<file path="src/rtl/store_data_align.sv">
// store_data_align: turns sw/sh/sb store requests into word-wide memory writes.
// Default build: sub-word stores use read-modify-write (READ -> MERGE -> WRITE)
// because the memory has no byte enables.
// Optional macro STORE_BE_EN: adds mem_be, so sub-word stores write directly
// with the data pre-shifted into its lane. mem_rd_en then stays low.
module store_data_align #(
   parameter int ADDR_W = 32
) (
   input  logic              clk,
   input  logic              rst_n,
   input  logic              st_valid,
   output logic              st_ready,
   input  logic [ADDR_W-1:0] st_addr,
   input  logic [31:0]       st_data,
   input  logic [1:0]        st_type,
   output logic              st_done,
   output logic              st_err,
   output logic [ADDR_W-3:0] mem_addr,
   output logic              mem_rd_en,
   input  logic [31:0]       mem_rd_data,
   output logic              mem_wr_en,
`ifdef STORE_BE_EN
   output logic [3:0]        mem_be,
`endif
   output logic [31:0]       mem_wr_data
);

   typedef enum logic [2:0] {IDLE, READ, MERGE, WRITE, ERR} state_e;

   state_e            state_q, state_d;
   logic              accept, req_err;
   logic [ADDR_W-3:0] addr_q;
   logic [31:0]       wdata_q;

   assign accept = st_valid && (state_q == IDLE);

   // Alignment / encoding checks; byte stores can never be misaligned
   always_comb begin
      req_err = 1'b0;
      case (st_type)
         2'd0:    req_err = (st_addr[1:0] != 2'b00);
         2'd1:    req_err = st_addr[0];
         2'd3:    req_err = 1'b1;
         default: req_err = 1'b0;
      endcase
   end

   // State register; reset aborts any in-flight store without a write or done
   always_ff @(posedge clk or negedge rst_n) begin
      if (!rst_n) state_q <= IDLE;
      else        state_q <= state_d;
   end

   // Next-state logic
   always_comb begin
      state_d = state_q;
      case (state_q)
         IDLE: if (accept) begin
`ifdef STORE_BE_EN
            state_d = req_err ? ERR : WRITE;
`else
            state_d = req_err ? ERR : ((st_type == 2'd0) ? WRITE : READ);
`endif
         end
         READ:    state_d = MERGE;
         MERGE:   state_d = WRITE;
         WRITE:   state_d = IDLE;
         ERR:     state_d = IDLE;
         default: state_d = IDLE;
      endcase
   end

`ifdef STORE_BE_EN
   logic [3:0]  be_q, be_d;
   logic [31:0] lane_data_d;
   logic        unused_rd;

   assign unused_rd = ^mem_rd_data;

   // Place sub-word data into its little-endian lane and build the byte mask
   always_comb begin
      lane_data_d = st_data;
      be_d        = 4'b1111;
      case (st_type)
         2'd1: begin
            lane_data_d = st_addr[1] ? {st_data[15:0], 16'h0000} : {16'h0000, st_data[15:0]};
            be_d        = st_addr[1] ? 4'b1100 : 4'b0011;
         end
         2'd2: begin
            lane_data_d = {24'h000000, st_data[7:0]} << {st_addr[1:0], 3'b000};
            be_d        = 4'b0001 << st_addr[1:0];
         end
         default: ;
      endcase
   end

   // Latch word address, lane data and byte enables on a good request
   always_ff @(posedge clk or negedge rst_n) begin
      if (!rst_n) begin
         addr_q  <= '0;
         wdata_q <= '0;
         be_q    <= '0;
      end else if (accept && !req_err) begin
         addr_q  <= st_addr[ADDR_W-1:2];
         wdata_q <= lane_data_d;
         be_q    <= be_d;
      end
   end

   assign mem_be = be_q;
`else
   logic        half_q;
   logic [1:0]  lane_q;
   logic [15:0] sub_q;
   logic [31:0] merged;

   // Overlay only the target lane onto the word just read back
   always_comb begin
      merged = mem_rd_data;
      if (half_q) begin
         if (lane_q[1]) merged[31:16] = sub_q;
         else           merged[15:0]  = sub_q;
      end else begin
         merged[{lane_q, 3'b000} +: 8] = sub_q[7:0];
      end
   end

   // Latch the request; the write word is either st_data or the merge result
   always_ff @(posedge clk or negedge rst_n) begin
      if (!rst_n) begin
         addr_q  <= '0;
         wdata_q <= '0;
         half_q  <= 1'b0;
         lane_q  <= 2'b00;
         sub_q   <= '0;
      end else if (accept && !req_err) begin
         addr_q  <= st_addr[ADDR_W-1:2];
         wdata_q <= st_data;
         half_q  <= (st_type == 2'd1);
         lane_q  <= st_addr[1:0];
         sub_q   <= st_data[15:0];
      end else if (state_q == MERGE) begin
         wdata_q <= merged;
      end
   end
`endif

   // All outputs are state-decoded or registered (Moore)
   assign st_ready    = (state_q == IDLE);
   assign mem_rd_en   = (state_q == READ);
   assign mem_wr_en   = (state_q == WRITE);
   assign st_done     = (state_q == WRITE) || (state_q == ERR);
   assign st_err      = (state_q == ERR);
   assign mem_addr    = addr_q;
   assign mem_wr_data = wdata_q;

endmodule

</file>
<file path="config.mk">
export PLATFORM = sky130hd
export DESIGN_NAME = store_data_align
export DESIGN_NICKNAME = d
export VERILOG_FILES = /design/src/rtl/store_data_align.sv
export SDC_FILE = /design/constraint.sdc
export NUM_CORES = 1
export LEC_CHECK = 0
export CAP_MARGIN = 0
export CORE_ASPECT_RATIO = 0.8
export CORE_MARGIN = 5
export CORE_UTILIZATION = 41
export DETAILED_ROUTE_END_ITERATION = 10
export PLACE_DENSITY = 0.75
export SLEW_MARGIN = 10
export SYNTH_ARGS = -nofsm -noshare
export SYNTH_HDL_FRONTEND = slang
export SYNTH_SLANG_ARGS = --single-unit
export TNS_END_PERCENT = 30
</file>
<file path="constraint.sdc">
create_clock -name clk -period 4.05 [get_ports clk]
set_input_delay 0.6075 -clock clk [delete_from_list [all_inputs] [get_ports clk]]
set_output_delay 0.6075 -clock clk [all_outputs]
set_load 0.02 [all_outputs]
</file>
==> metrics.md, run 1 <==
| Metric | Value |
|---|---|
| Clk slew on worst S/H paths | ~0.06 ns |
| Inserted Clock Buffers | 9 |
| GP Congestion | 0.847 |
| LEAKAGE | between 0.002 and 0.003 uW |
| Fin. Hold Viols | 0 |
| Period utilisation layout | 0.692 |
| Core ar. | around 11000 um^2 |
| # resized after CTS | 0 |
| Compound-gate portion of the synthesized area | 0.220 |
| Postcts setup bufs | 0 |
| Crit Path Max Fanout | 36 |
| Setup violations, final | 0 |
| Die Height | between 100 and 150 um |
| Worst-case reg-to-reg path depth | 6 |
| Worst Tran Pin Value | approximately 1.2 ns |
| Ys flop type | dfrtp_1 |
| Via density | between 5 and 6 |
| Vias in the first global route | between 4000 and 5000 |
| Number of synthesized register bits | 84 |
| Largest net degree at the start of global routing | between 60 and 70 |
| WS Path Type | flop to flop |
| Peak VDD IR | 0.438 mV |
| Number of synthesized flops with an enable pin | 0 |
| CTS sink count | 84 |
| Post-CTS Hold Buffers | 0 |
| Initial antenna violation count | 0 |
| Mux contribution to synthesized area | 0.167 |
| Longest Clk Path Bufs | 2 |
| Final WS setup | about 1.2 ns |
| Simple-Gate Fraction of Synth Area | 0.0873 |
| Largest family of logic cells by synthesized area | compound AO/OA/AOI/OAI gates |
| Ys async rst share | 1.00 |
| Final #Nets | slightly below 700 |
| Reg-to-reg slack, setup | 1.25 ns |
| GR Util All Layers | 0.216 |
| Total congestion overflow | 0 |
| Syn_area_per_cell | 10.8 um^2 |
| Critical Path RT | 4.27 ns |
| XOR/XNOR share of the synthesized area | 0 |
| Final slew viol count | 0 |
| Fill cells | between 900 and 1000 |
| Final Skew | about 0.0066 ns |
| Via count | 4230 |
| Die width | between 100 and 150 um |
| DP HPWL | about 10000 um |
| Post-Synth Adder-Cell Area | 0.0138 |
| Arr. time, crit path | between 3 and 4 ns |
| Post-route ant nets | 0 |
| Netlist cell types | 46 |
| Avg WL per Cell | around 20 um |
| Slew HR | 0.205 |
| Share of cells above drive strength 1 | 0.134 |
| Crit start category | flop |
| Hold Crit Class | input pin to asynchronous set/reset pin |
| Ant. Diodes | 0 |
| Initial Util | 0.419 |
| Iter 0 DRT Violations | between 400 and 500 |
| Post-Syn Area | 4540 um^2 |
| Setup crit end kind | flop |
| TNS Setup | 0 ns |
| RSZ-0062 raised after global routing | no |
| Drt total wl | around 15000 um |
| Tmin final | between 2 and 3 ns |
| I/O pin count | 168 |
| # Max-Cap Violations | 0 |
| Status | completed |
| Die ar. | between 10000 and 15000 um^2 |
| Number of remaining DRC errors | 0 |
| YS warnings | 0 |
| H-tree levels | 3 |
| Max Fclk | about 0.36 GHz |
| Cell Pwr Density | about 810 nW/um^2 |
| Syn_nets | between 500 and 600 |
| Port bufs | 167 |
| TritonCTS clock tree | yes |
| Post-Syn Instances | 419 |
| Reg2reg start | lane_q[1] |
| Post-Place Setup Slack | slightly above 1 ns |
| Clk Latency, worst-skew pair | between 0.3 and 0.4 ns |
| Area Overhead vs Synth | 45.3% |
| Worst R2R End | mem_wr_data[29] |
| CTS Root Buffer Type | clkbuf_16 |
| Sequential fraction of the synthesis area | 0.463 |
| First-pass GRT wire length | roughly 23000 um |
| Placement Rows | 34 |
| Util after Layout | 0.608 |
| First-pass iteration count of the detailed router | 6 |
synth_stat cells (10+ instances only):
| library cell | number | area, um^2 |
|---|---|---|
| dfrtp_1 | 84 | 2100 |
| a311o_1 | 14 | 140 |
| mux2_2 | 44 | 495 |
| a22oi_1 | 22 | 165 |
| a21oi_1 | 44 | 220 |
| nand3_1 | 10 | 50.1 |
| mux2i_1 | 24 | 240 |
| inv_1 | 13 | 48.8 |
| nor3_1 | 13 | 65.1 |
| clkbuf_1 | 18 | 67.6 |
| nor2b_1 | 16 | 100 |
| o21ai_0 | 20 | 100 |
| a221o_1 | 15 | 150 |
per-stage QoR:
stage	cells	area, um^2	total power (uW)	hold WS, ns
6_report	720	6600	5360	0.310
5_1_grt	720	6600	5710	0.355
4_1_cts	720	6600	5390	0.336
3_5_place_dp	704	6300	4540	0.482
3_3_place_gp	704	6300	4440	0.466
2_1_floorplan	419	4540	3360	0.312
cells in the final DEF, fill, tap and decap left out, types with 4 or more instances in the layout:
cell / netlist / final
a21oi_1: 44 / 44
a221o_1: 15 / 15
a22oi_1: 22 / 22
a311o_1: 14 / 14
buf_4: 3 / 8
clkbuf_16: 0 / 9
clkdlybuf4s50_1: 0 / 166
dfrtp_1: 84 / 82
ha_1: 5 / 5
inv_1: 13 / 13
mux2_2: 44 / 44
mux2i_1: 24 / 24
nand2_1: 5 / 5
nand2b_1: 4 / 4
nand3_1: 10 / 10
nor2_1: 5 / 5
nor2b_1: 16 / 16
nor3_1: 13 / 13
o21ai_0: 20 / 20
o22ai_1: 9 / 9
o2bb2ai_1: 9 / 9
state kept, by name, summed over array words and instances (netlist names):
register     cells
mem_wr_data     32
mem_addr        30
sub_q           16
state_q          3
lane_q           2
half_q           1
report_power, final:
part	internal [uW]	switching, uW
sequential	1260	494
combinational	1410	1360
clock	481	346
critical path, stage by stage, from the launching register on:
cell,delay (ns)
dfrtp_2,0.99
inv_1,0.22
ha_1,0.40
and3b_1,0.29
a311oi_1,0.29
a21oi_1,0.09
a221o_1,0.39
cell families (layout without fill, tap and decap cells):
group                    after synthesis  in the layout
AO/OA/AOI/OAI                        144            144
AND/OR/NAND/NOR                       69             69
adder cells (fa/ha/maj)                5              5
flip-flops                            84             84
buffers and inverters                 47            204
multiplexers                          70             70
area by class of cell:
type / count / area [um^2] / share of cell area
Clock buffer: 9 / 225 / 0.0341
Sequential cell: 84 / 2100 / 0.319
Timing Repair Buffer: 175 / 1740 / 0.264
Tap cell: 144 / 180 / 0.0273
Multi-Input combinational cell: 288 / 2220 / 0.337
Clock inverter: 7 / 76.3 / 0.0116
Inverter: 13 / 48.8 / 0.00739
worst max path at each step:
stage | start | end | slack [ns] | cells after the start
global placement | st_addr[1] | mem_addr[26] | 1.11 | 7
global route | lane_q[1] | mem_wr_data[10] | 1.07 | 6
CTS | lane_q[1] | mem_wr_data[29] | 1.29 | 6
detailed placement | st_type[0] | sub_q[11] | 1.02 | 7
finish | lane_q[1] | mem_wr_data[29] | 1.25 | 6
floorplan | lane_q[1] | mem_wr_data[29] | 1.57 | 10
layer usage:
| metal | part of all wire | vias up | global-route usage |
|---|---|---|---|
| li1 | - | 1910 | - |
| met1 | 0.40 | 2048 | 0.278 |
| met2 | 0.46 | 249 | 0.332 |
| met3 | 0.12 | 23 | 0.0939 |
| met4 | 0.017 | 0 | 0.0621 |
| met5 | 0 | - | 0 |
Note: power is estimated with default switching activity, not from simulation.
==> run 2, diff against run 1 <==
Clock period 4.05 ns to 2.6 ns, I/O delays scaled along.
==> run 2 against run 1 <==
  * Non-clock buffer count rose by 11
  * Power rose by 57%
  * Final cell count rose by 1.5%
  * Final area rose by 1.2%
  * Critical path depth fell by 2
  * Worst hold slack got worse by 0.29 ns
  * First-iteration DRC count fell by 27%
  * Largest cell class unchanged
==> metrics.md, run 2 (synthesis results as in run 1) <==
| Metric | Value |
|---|---|
| Status | completed |
| Largest net degree at the start of global routing | 48 |
| Crit Path Max Fanout | 7 |
| CTS sink count | between 80 and 90 |
| Clock power frac | 0.150 |
| Iter 0 DRT Violations | ~340 |
| TNS Setup | 0 ns |
| Avg WL per Cell | 20.0 um |
| Final #Nets | around 700 |
| Crit start category | flop |
| Initial Util | 0.419 |
| Total congestion overflow | 0 |
| Postcts setup bufs | 0 |
| CTS Root Buffer Type | clkbuf_16 |
| P_sw | around 3400 uW |
| Initial antenna violation count | 0 |
| Via count | roughly 4100 |
| Period utilisation layout | 0.868 |
| I/O pin count | 168 |
| Port bufs | 167 |
| Tmin final | 2.26 ns |
| # Max-Cap Violations | 0 |
| Arr. time, crit path | between 1.5 and 2 ns |
| Setup crit end kind | output port |
| Share of cells above drive strength 1 | 0.145 |
| Worst Tran Pin Value | 1.09 ns |
| Commonest non-fill, non-tap cell in the layout | clkdlybuf4s50_1 |
| Final slew viol count | 0 |
| Clk slew on worst S/H paths | 0.06 ns |
| Core ar. | ~11000 um^2 |
| Critical Path RT | about 2.2 ns |
| Peak VDD IR | 0.718 mV |
| Die ar. | about 13000 um^2 |
| Fin. Hold Viols | 0 |
| # resized after CTS | 0 |
| Setup violations, final | 0 |
| Hold Crit Class | input pin to asynchronous set/reset pin |
| Fill cells | ~900 |
| Post-route ant nets | 0 |
| Max reg flops | 32 |
| GR Util All Layers | 0.220 |
| TritonCTS clock tree | yes |
| First-pass iteration count of the detailed router | 5 |
| Final Skew | 0.00877 ns |
| Area Overhead vs Synth | 47.1% |
| Pint | about 5000 uW |
| Most frequent cells in the layout | clkdlybuf4s50_1, dfrtp_1, a21oi_1, mux2_2, mux2i_1 |
| Cell Pwr Density | 1260 nW/um^2 |
| Slew HR | 0.273 |
| DP HPWL | ~11000 um |
| WS Path Type | flop to output port |
| Die width | ~130 um |
| Placement Rows | 34 |
| Combinational share of power | 0.543 |
| H-tree levels | 3 |
| Sw Ratio | 0.407 |
| Reg-to-reg slack, setup | 0.38 ns |
| Sequential share of power | 0.307 |
| Via density | 5.66 |
| Clk Latency, worst-skew pair | 0.34 ns |
| LEAKAGE | about 0.0027 uW |
| Pwr Total | ~8400 uW |
| Inserted Clock Buffers | 9 |
| Post-CTS Hold Buffers | 0 |
| Longest Clk Path Bufs | 2 |
| Drt total wl | 14600 um |
| Max Fclk | around 0.44 GHz |
| RSZ-0062 raised after global routing | no |
| Vias in the first global route | about 4200 |
| Die Height | ~100 um |
| GP Congestion | 0.894 |
| Ant. Diodes | 0 |
| First-pass GRT wire length | 23200 um |
| Worst-case reg-to-reg path depth | 6 |
| Number of remaining DRC errors | 0 |
## run 2: changes by cell type in the layout (fill, tap and decap cells not counted)
cell	change
buf_4	+10
clkbuf_1	+3
inv_6	-1
buf_12	+1
clkinv_4	-2
## run 2: stage by stage
stage	area [um^2]	utilization	hold slack, ns	std cells	setup WS, ns
floorplan	4540	-	0.0944	419	0.123
global placement	6390	0.589	0.393	715	0.460
detailed placement	6390	0.589	0.400	715	0.400
CTS	6680	0.616	0.0371	731	0.340
global route	6680	0.616	0.0583	731	0.256
finish	6680	0.616	0.0176	731	0.342
## run 2: per-layer routing
metal | vias up | wire (um) | GRT usage
met2 | 182 | 6790 | 0.338
met4 | 0 | 217 | 0.0614
met5 | - | 0 | 0
met1 | 2015 | 6070 | 0.288
li1 | 1922 | - | -
met3 | 22 | 1530 | 0.0873
## run 2: worst paths after layout
path	startpoint	to
hold reg to reg	mem_addr[27]	mem_addr[27]
min in group clk	mem_addr[27]	mem_addr[27]
hold / removal	rst_n	mem_wr_data[4]
setup reg to reg	lane_q[1]	mem_wr_data[12]
max in group asynchronous	rst_n	mem_addr[13]
setup / recovery	state_q[1]	st_done
## run 2: worst max-delay path, stage by stage (launching register included)
cell and delay [ns]:
dfrtp_1 0.44, nor2_1 0.09, and2_1 0.17, or2_2 0.27, clkdlybuf4s50_1 0.56
## run 2: power by group through the flow
stage          registers [uW]  clock network, uW  logic [uW]
2_1_floorplan            2980                  0        2250
3_3_place_gp             2540                  0        4470
3_5_place_dp             2580                  0        4560
4_1_cts                  2570               1290        4590
5_1_grt                  2660               1350        4920
6_report                 2580               1260        4560
## run 2: cell type report
type	instances	area, um^2	share of cell area
inverters	13	48.8	0.00730
flip-flops and latches	84	2100	0.315
repair buffers	186	1840	0.275
well taps	144	180	0.0270
clock inverters	4	50.0	0.00749
clock buffers	12	236	0.0354
multi-input cells	288	2220	0.333
